--- src/rtl/tx_pkg.sv ---
// Shared types for the MAC TX stream arbiter: state encoding, grant codes, byte-interface widths.
// Latency: n/a (declarations only).
// Backpressure: n/a.
package tx_pkg;

  localparam int TX_DATA_W   = 8;
  localparam int PKT_CNT_W   = 16;
  localparam int ABORT_CNT_W = 8;

  typedef enum logic [2:0] {
    ST_IDLE  = 3'd0,
    ST_PKT   = 3'd1,
    ST_ABORT = 3'd2,
    ST_DRAIN = 3'd3,
    ST_GAP   = 3'd4
  } arb_state_t;

  localparam logic [1:0] GRANT_NONE = 2'b00;
  localparam logic [1:0] GRANT_S0   = 2'b01;
  localparam logic [1:0] GRANT_S1   = 2'b10;

  // Saturating increment used by the watchdog abort counter.
  function automatic logic [ABORT_CNT_W-1:0] sat_inc(input logic [ABORT_CNT_W-1:0] v);
    return (&v) ? v : v + ABORT_CNT_W'(1);
  endfunction

endpackage

--- src/rtl/rr_arb2.sv ---
// Two-input round-robin picker; remembers the last source that completed a packet.
// Latency: pick is combinational from i_req; last-grant register updates on the next edge.
// Backpressure: none; the caller decides when a pick is taken and when the history advances.
module rr_arb2
  import tx_pkg::*;
(
  input  logic       clk,
  input  logic       rst,
  input  logic [1:0] i_req,
  input  logic       i_upd,
  input  logic [1:0] i_upd_gnt,
  output logic [1:0] o_gnt
);

  logic [1:0] r_last;

  // Last-grantee history; starts as s1 so s0 wins the first tie.
  always_ff @(posedge clk) begin
    if (!rst) begin
      r_last <= GRANT_S1;
    end else if (i_upd) begin
      r_last <= i_upd_gnt;
    end
  end

  // On a tie the source that did not go last wins; otherwise the lone requester.
  always_comb begin
    o_gnt = GRANT_NONE;
    if (i_req == 2'b11) begin
      o_gnt = (r_last == GRANT_S0) ? GRANT_S1 : GRANT_S0;
    end else if (i_req[0]) begin
      o_gnt = GRANT_S0;
    end else if (i_req[1]) begin
      o_gnt = GRANT_S1;
    end
  end

endmodule

--- src/rtl/tx_stream_arbiter.sv ---
// Two-source packet arbiter onto a MAC TX byte interface with inter-packet gap and length watchdog.
// Latency: zero-latency data path while a packet is granted; one IDLE cycle to arbitrate.
// Backpressure: granted source is ready only when the MAC is ready and not almost-full.
module tx_stream_arbiter
  import tx_pkg::*;
#(
  parameter int GAP_CYCLES = 2,
  parameter int MAX_LEN    = 1518
) (
  input  logic                   clk,
  input  logic                   rst,
  input  logic                   s0_req,
  input  logic [TX_DATA_W-1:0]   s0_data,
  input  logic                   s0_sop,
  input  logic                   s0_eop,
  input  logic                   s0_err,
  input  logic                   s0_wren,
  output logic                   s0_rdy,
  input  logic                   s1_req,
  input  logic [TX_DATA_W-1:0]   s1_data,
  input  logic                   s1_sop,
  input  logic                   s1_eop,
  input  logic                   s1_err,
  input  logic                   s1_wren,
  output logic                   s1_rdy,
  output logic [TX_DATA_W-1:0]   tx_data,
  output logic                   tx_sop,
  output logic                   tx_eop,
  output logic                   tx_err,
  output logic                   tx_wren,
  input  logic                   tx_rdy,
  input  logic                   tx_a_full,
  output logic [PKT_CNT_W-1:0]   pkt_cnt0,
  output logic [PKT_CNT_W-1:0]   pkt_cnt1,
  output logic [ABORT_CNT_W-1:0] abort_cnt,
  output logic [1:0]             grant
);

  localparam int BEAT_W = $clog2(MAX_LEN + 1);
  localparam int GAP_W  = (GAP_CYCLES < 1) ? 1 : $clog2(GAP_CYCLES + 1);
  localparam logic [BEAT_W-1:0] BEAT_LAST = BEAT_W'(MAX_LEN - 1);
  localparam logic [GAP_W-1:0]  GAP_LAST  = GAP_W'((GAP_CYCLES > 0) ? GAP_CYCLES - 1 : 0);
  // With no gap configured a finished packet returns straight to arbitration.
  localparam arb_state_t ST_AFTER = (GAP_CYCLES == 0) ? ST_IDLE : ST_GAP;

  arb_state_t               r_state;
  arb_state_t               w_state_nxt;
  logic [1:0]               r_grant;
  logic [BEAT_W-1:0]        r_beat_cnt;
  logic [GAP_W-1:0]         r_gap_cnt;
  logic [PKT_CNT_W-1:0]     r_pkt_cnt0;
  logic [PKT_CNT_W-1:0]     r_pkt_cnt1;
  logic [ABORT_CNT_W-1:0]   r_abort_cnt;

  logic [1:0]               w_pick;
  logic                     w_grant_ld;
  logic                     w_xfer;
  logic                     w_pkt_done;
  logic                     w_drain_done;
  logic                     w_abort_done;
  logic                     w_src_rdy;
  logic [TX_DATA_W-1:0]     w_src_data;
  logic                     w_src_sop;
  logic                     w_src_eop;
  logic                     w_src_err;
  logic                     w_src_wren;

  // Granted source selection; r_grant holds its last value outside a packet but is unused there.
  assign w_src_data = r_grant[1] ? s1_data : s0_data;
  assign w_src_sop  = r_grant[1] ? s1_sop  : s0_sop;
  assign w_src_eop  = r_grant[1] ? s1_eop  : s0_eop;
  assign w_src_err  = r_grant[1] ? s1_err  : s0_err;
  assign w_src_wren = r_grant[1] ? s1_wren : s0_wren;

  assign pkt_cnt0  = r_pkt_cnt0;
  assign pkt_cnt1  = r_pkt_cnt1;
  assign abort_cnt = r_abort_cnt;

  rr_arb2 u_rr_arb2 (
    .clk       (clk),
    .rst       (rst),
    .i_req     ({s1_req, s0_req}),
    .i_upd     (w_pkt_done | w_drain_done),
    .i_upd_gnt (r_grant),
    .o_gnt     (w_pick)
  );

  // State register.
  always_ff @(posedge clk) begin
    if (!rst) begin
      r_state <= ST_IDLE;
    end else begin
      r_state <= w_state_nxt;
    end
  end

  // Next state and all interface outputs; everything is forced quiet while reset is low.
  always_comb begin
    w_state_nxt  = r_state;
    w_grant_ld   = 1'b0;
    w_xfer       = 1'b0;
    w_pkt_done   = 1'b0;
    w_drain_done = 1'b0;
    w_abort_done = 1'b0;
    w_src_rdy    = 1'b0;
    grant        = GRANT_NONE;
    tx_data      = '0;
    tx_sop       = 1'b0;
    tx_eop       = 1'b0;
    tx_err       = 1'b0;
    tx_wren      = 1'b0;
    unique case (r_state)
      ST_IDLE: begin
        if (s0_req | s1_req) begin
          w_grant_ld  = 1'b1;
          w_state_nxt = ST_PKT;
        end
      end
      ST_PKT: begin
        grant     = r_grant;
        w_src_rdy = tx_rdy & ~tx_a_full;
        tx_data   = w_src_data;
        tx_sop    = w_src_sop;
        tx_eop    = w_src_eop;
        tx_err    = w_src_err;
        tx_wren   = w_src_wren & ~tx_a_full;
        w_xfer    = tx_wren & tx_rdy;
        if (w_xfer) begin
          if (w_src_eop) begin
            w_pkt_done  = 1'b1;
            w_state_nxt = ST_AFTER;
          end else if (r_beat_cnt == BEAT_LAST) begin
            w_state_nxt = ST_ABORT;
          end
        end
      end
      ST_ABORT: begin
        // Terminate the runaway frame with an errored empty end-of-packet beat.
        grant   = r_grant;
        tx_eop  = 1'b1;
        tx_err  = 1'b1;
        tx_wren = 1'b1;
        if (tx_rdy) begin
          w_abort_done = 1'b1;
          w_state_nxt  = ST_DRAIN;
        end
      end
      ST_DRAIN: begin
        // Swallow the rest of the oversized frame so the source resyncs on its eop.
        grant     = r_grant;
        w_src_rdy = 1'b1;
        if (w_src_wren & w_src_eop) begin
          w_drain_done = 1'b1;
          w_state_nxt  = ST_AFTER;
        end
      end
      ST_GAP: begin
        if (r_gap_cnt == GAP_LAST) begin
          w_state_nxt = ST_IDLE;
        end
      end
      default: begin
        w_state_nxt = ST_IDLE;
      end
    endcase
    s0_rdy = w_src_rdy & r_grant[0];
    s1_rdy = w_src_rdy & r_grant[1];
    if (!rst) begin
      w_grant_ld   = 1'b0;
      w_xfer       = 1'b0;
      w_pkt_done   = 1'b0;
      w_drain_done = 1'b0;
      w_abort_done = 1'b0;
      s0_rdy       = 1'b0;
      s1_rdy       = 1'b0;
      grant        = GRANT_NONE;
      tx_data      = '0;
      tx_sop       = 1'b0;
      tx_eop       = 1'b0;
      tx_err       = 1'b0;
      tx_wren      = 1'b0;
    end
  end

  // Capture the round-robin pick as the packet owner when leaving IDLE.
  always_ff @(posedge clk) begin
    if (!rst) begin
      r_grant <= GRANT_NONE;
    end else if (w_grant_ld) begin
      r_grant <= w_pick;
    end
  end

  // Per-packet beat count for the length watchdog; restarts on every new grant.
  always_ff @(posedge clk) begin
    if (!rst) begin
      r_beat_cnt <= '0;
    end else if (w_grant_ld) begin
      r_beat_cnt <= '0;
    end else if (w_xfer) begin
      r_beat_cnt <= r_beat_cnt + BEAT_W'(1);
    end
  end

  // Inter-packet gap timer, running only while in GAP.
  always_ff @(posedge clk) begin
    if (!rst) begin
      r_gap_cnt <= '0;
    end else if ((r_state == ST_GAP) && (r_gap_cnt != GAP_LAST)) begin
      r_gap_cnt <= r_gap_cnt + GAP_W'(1);
    end else begin
      r_gap_cnt <= '0;
    end
  end

  // Completed-packet counters per source (wrapping) and saturating abort counter.
  always_ff @(posedge clk) begin
    if (!rst) begin
      r_pkt_cnt0  <= '0;
      r_pkt_cnt1  <= '0;
      r_abort_cnt <= '0;
    end else begin
      if (w_pkt_done & r_grant[0]) r_pkt_cnt0 <= r_pkt_cnt0 + PKT_CNT_W'(1);
      if (w_pkt_done & r_grant[1]) r_pkt_cnt1 <= r_pkt_cnt1 + PKT_CNT_W'(1);
      if (w_abort_done)            r_abort_cnt <= sat_inc(r_abort_cnt);
    end
  end

endmodule

--- config.mk ---
export PLATFORM = sky130hd
export DESIGN_NAME = tx_stream_arbiter
export DESIGN_NICKNAME = d
export VERILOG_FILES = /design/src/rtl/tx_pkg.sv /design/src/rtl/rr_arb2.sv /design/src/rtl/tx_stream_arbiter.sv
export SDC_FILE = /design/constraint.sdc
export NUM_CORES = 1
export LEC_CHECK = 0
export CAP_MARGIN = 25
export CORE_UTILIZATION = 49
export DETAILED_ROUTE_END_ITERATION = 8
export PLACE_DENSITY_LB_ADDON = 0.2
export SLEW_MARGIN = 20
export SYNTH_ARGS = -nofsm -noshare
export SYNTH_HDL_FRONTEND = slang
export SYNTH_SLANG_ARGS = --single-unit
--- constraint.sdc ---
create_clock -name clk -period 2.8 [get_ports clk]
set_input_delay 0.56 -clock clk [delete_from_list [all_inputs] [get_ports clk]]
set_output_delay 0.56 -clock clk [all_outputs]
set_load 0.1 [all_outputs]
==> metrics.md <==
| Metric | Value |
|---|---|
| Min Tclk post-route | `2720 ps` |
| Area of the core | `6386 um2` |
| Critical path cell sequence | `clkdlybuf4s50_1 > buf_4 > buf_6 > and2_1 > nand2b_1 > o21ai_1 > buf_12` |
| GRT overflow | `0` |
| Residual DRC | `0` |
| CP Data Arrival Time | `2160 ps` |
| Detailed-route wire length per cell | `16.26 um` |
| EDFF count, synth | `0` |
| Final ANT Viol Nets | `0` |
| Total power | `2.078 mW` |
| Final setup fails | `0` |
| Slew Limit Fails | `0` |
| Initial DRC count | `222` |
| N_diodes | `0` |
| HP Class | `reg2reg` |
| Largest net degree at the start of global routing | `34` |
| Sw power | `583.5 uW` |
| F_max | `0.3676 GHz` |
| Pleak | `1.641 nW` |
| Port buffer count | `85` |
| Total CTS buffers | `9` |
| DP Worst Slack | `26.65 ps` |
| Final WS setup | `79.95 ps` |
| Synth Register Bits | `60` |
| Starting Density | `51.23%` |
| Vias in the first global route | `3182` |
| DP HPWL | `6553 um` |
| P per Cell Area | `452.2 nW/um2` |
| Top Family by Delay on Critical Path | `buffers and inverters` |
| Comb pwr share | `18.2%` |
| Setup Buffers After CTS | `0` |
| Hold Crit Depth | `1` |
| CTS Root Cell | `clkbuf_8` |
| Share of cells above drive strength 1 | `22.65%` |
| RSZ-0062 raised after global routing | `no` |
| Worst-Skew Late Latency | `340 ps` |
| Mapped Cells | `391` |
| Worst-path clk slew | `60 ps` |
| Peak supply drop | `0.4115 mV` |
| Drt total wl | `9217 um` |
| Die Y | `83.72 um` |
| GR Util All Layers | `26.54%` |
| Mapped Area | `3272 um2` |
| Switching share of power | `28.08%` |
| Max-slew headroom | `63.85%` |
| H-tree depth | `3` |
| Sequential share of the synthesized area | `36.71%` |
| Max Cap Violations | `0` |
| Status | `complete, no violations` |
| Io pins | `86` |
| Most used DFF post-synth | `dfxtp_1` |
| Via-to-Cell Ratio | `6.088` |
| CP peak stage delay | `500 ps` |
| Final hold vios | `0` |
| Placer congestion estimate | `0.8350` |
| Dpl cell area | `4379 um2` |
| Crit Path Max Fanout | `19` |
| Die width | `83.72 um` |
| Sequential Power Share | `42.1%` |
| Clk sink count | `60` |
| Clock Tree Buf Depth | `2` |
| Crit path launch type | `primary input` |
| Clock power share | `39.7%` |
| CTS tree | `built` |
| Synthesized Nets | `427` |
| Worst reg2reg path depth | `5` |
| Pre-antenna DRT Iters | `5` |
| Synth warn | `0` |
| Initial antenna violation count | `0` |
| Die area | `7008 um2` |
| Final Skew | `10.84 ps` |
| Hold buffers post-CTS | `0` |
| Ys async rst share | `0%` |
| CP bufs+invs | `4` |
| Fin Hold WS | `422.0 ps` |
| Setup crit end kind | `primary output` |
| Final instance area | `4594 um2` |
| Post-synth cell types | `45` |
| Slew @ Worst Pin | `536.6 ps` |
| Via count | `3452` |
| Synth-to-Final Area Change | `40.42%` |
| Syn Area/Cell | `8.368 um2` |
| Worst path slowest cell | `clkdlybuf4s50_1` |
| CP Depth | `7` |
| Core Rows | `29` |
| Worst Path Class, Setup | `in2out` |
| Tcrit/Tclk final | `97.14%` |
| Nets@finish | `522` |
| First-pass GRT wire length | `15100 um` |
| Required time worst endpoint | `2240 ps` |
| Cell Int Power | `1.494 mW` |
-- flip-flops by register name, summed over array words and instances (netlist names) --
register / count
r_beat_cnt: 11
pkt_cnt0: 16
r_grant: 2
r_gap_cnt: 2
pkt_cnt1: 16
u_rr_arb2.r_last: 2
r_state: 3
abort_cnt: 8
-- power by group through the flow --
stage	Combinational, mW	Sequential [mW]	Clock (mW)
floorplan	0.218	0.893	0
global placement	0.366	0.892	0
detailed placement	0.372	0.893	0
CTS	0.373	0.873	0.831
global route	0.395	0.875	0.874
finish	0.378	0.874	0.826
-- cell families after synthesis --
logic type                 after synthesis  synth area share (%)
and+or+nand+nor                        170                 29.22
AOI/OAI and AO/OA                       87                 17.32
DFF                                     60                 36.71
buffers and inverters                   36                 4.857
muxes                                   25                 7.725
xor gates and xnor gates                 7                 1.874
adders and majority gates                6                 2.294
-- placed cells by master (no fill, tap or decap), drive strengths merged, types with 2 or more instances in the layout --
master	synthesis	routed
nand2b	11	11
nand3b	3	3
and2	3	3
o41ai	8	8
nor3	4	4
ha	6	6
inv	13	13
dfxtp	60	60
o31ai	20	20
a21oi	28	28
nand4	14	14
and4	5	5
xor2	4	4
nor2b	4	4
or4	23	23
o311ai	8	8
nor2	31	31
clkdlybuf4s50	0	29
xnor2	3	3
o21ai	16	16
mux2i	23	23
nand3	17	17
mux2	2	2
and3	4	4
or2	2	2
or3	8	8
nand2	29	29
nor4	7	7
clkbuf	15	14
buf	7	77
a31oi	2	2
-- repair_timing --
action | 4_1_cts | 5_1_grt
setup endpoints to repair | 0 | 2
endpoints found under the hold margin | 0 | 0
resized for setup | 0 | 2
-- synthesized netlist by cell type, drive strengths merged (2+ instances only) --
cell,number,area share [%]
nor3,4,0.61
a31oi,2,0.38
and2,3,0.57
nor2,31,3.6
or4,23,5.4
nand2,29,3.3
nand4,14,2.7
dfxtp,60,37
clkbuf,15,1.7
xnor2,3,0.80
nand2b,11,2.1
mux2,2,0.69
or2,2,0.38
nor4,7,1.3
nand3,17,2.6
a21oi,28,4.3
o311ai,8,2.1
and4,5,1.3
nor2b,4,0.76
o31ai,20,4.6
nand3b,3,0.69
buf,7,1.5
o41ai,8,2.1
o21ai,16,2.4
ha,6,2.3
mux2i,23,7.0
and3,4,0.76
or3,8,1.5
xor2,4,1.1
inv,13,1.5
-- through the flow --
| stage | setup TNS (ps) | util (%) | std cells |
|---|---|---|---|
| 2_1_floorplan | -1331 | - | 391 |
| 3_3_place_gp | 0 | 68.57 | 552 |
| 3_5_place_dp | 0 | 68.57 | 552 |
| 4_1_cts | 0 | 71.75 | 567 |
| 5_1_grt | 0 | 71.94 | 567 |
| 6_report | 0 | 71.94 | 567 |
-- area by class of cell --
type	instances	area (um2)
clock inverter	1	30.03
inverter	14	52.55
multi-input combinational	295	1969
sequential	60	1201
clock buffer	14	172.7
fill	486	1792
timing repair buffer	106	1072
tap	77	96.34
-- layer usage --
layer  vias to the layer above  share of wire (%)  wire (um)  GRT usage, %
li1                       1674                  -          -             -
met1                      1671                 43       3935         33.42
met2                        95                 51       4690         44.57
met3                        12                5.1        473         7.418
met4                         0                1.3        118         7.088
met5                         -                  0          0             0
-- final timing paths --
check | endpoint | from | slack, ps
max reg2reg | r_beat_cnt[7] | r_grant[1] | 520
min reg2reg | r_gap_cnt[0] | r_gap_cnt[0] | 420
min | r_gap_cnt[0] | r_gap_cnt[0] | 420
max | tx_eop | rst | 80
No activity file was read; power rests on OpenSTA's default activity.
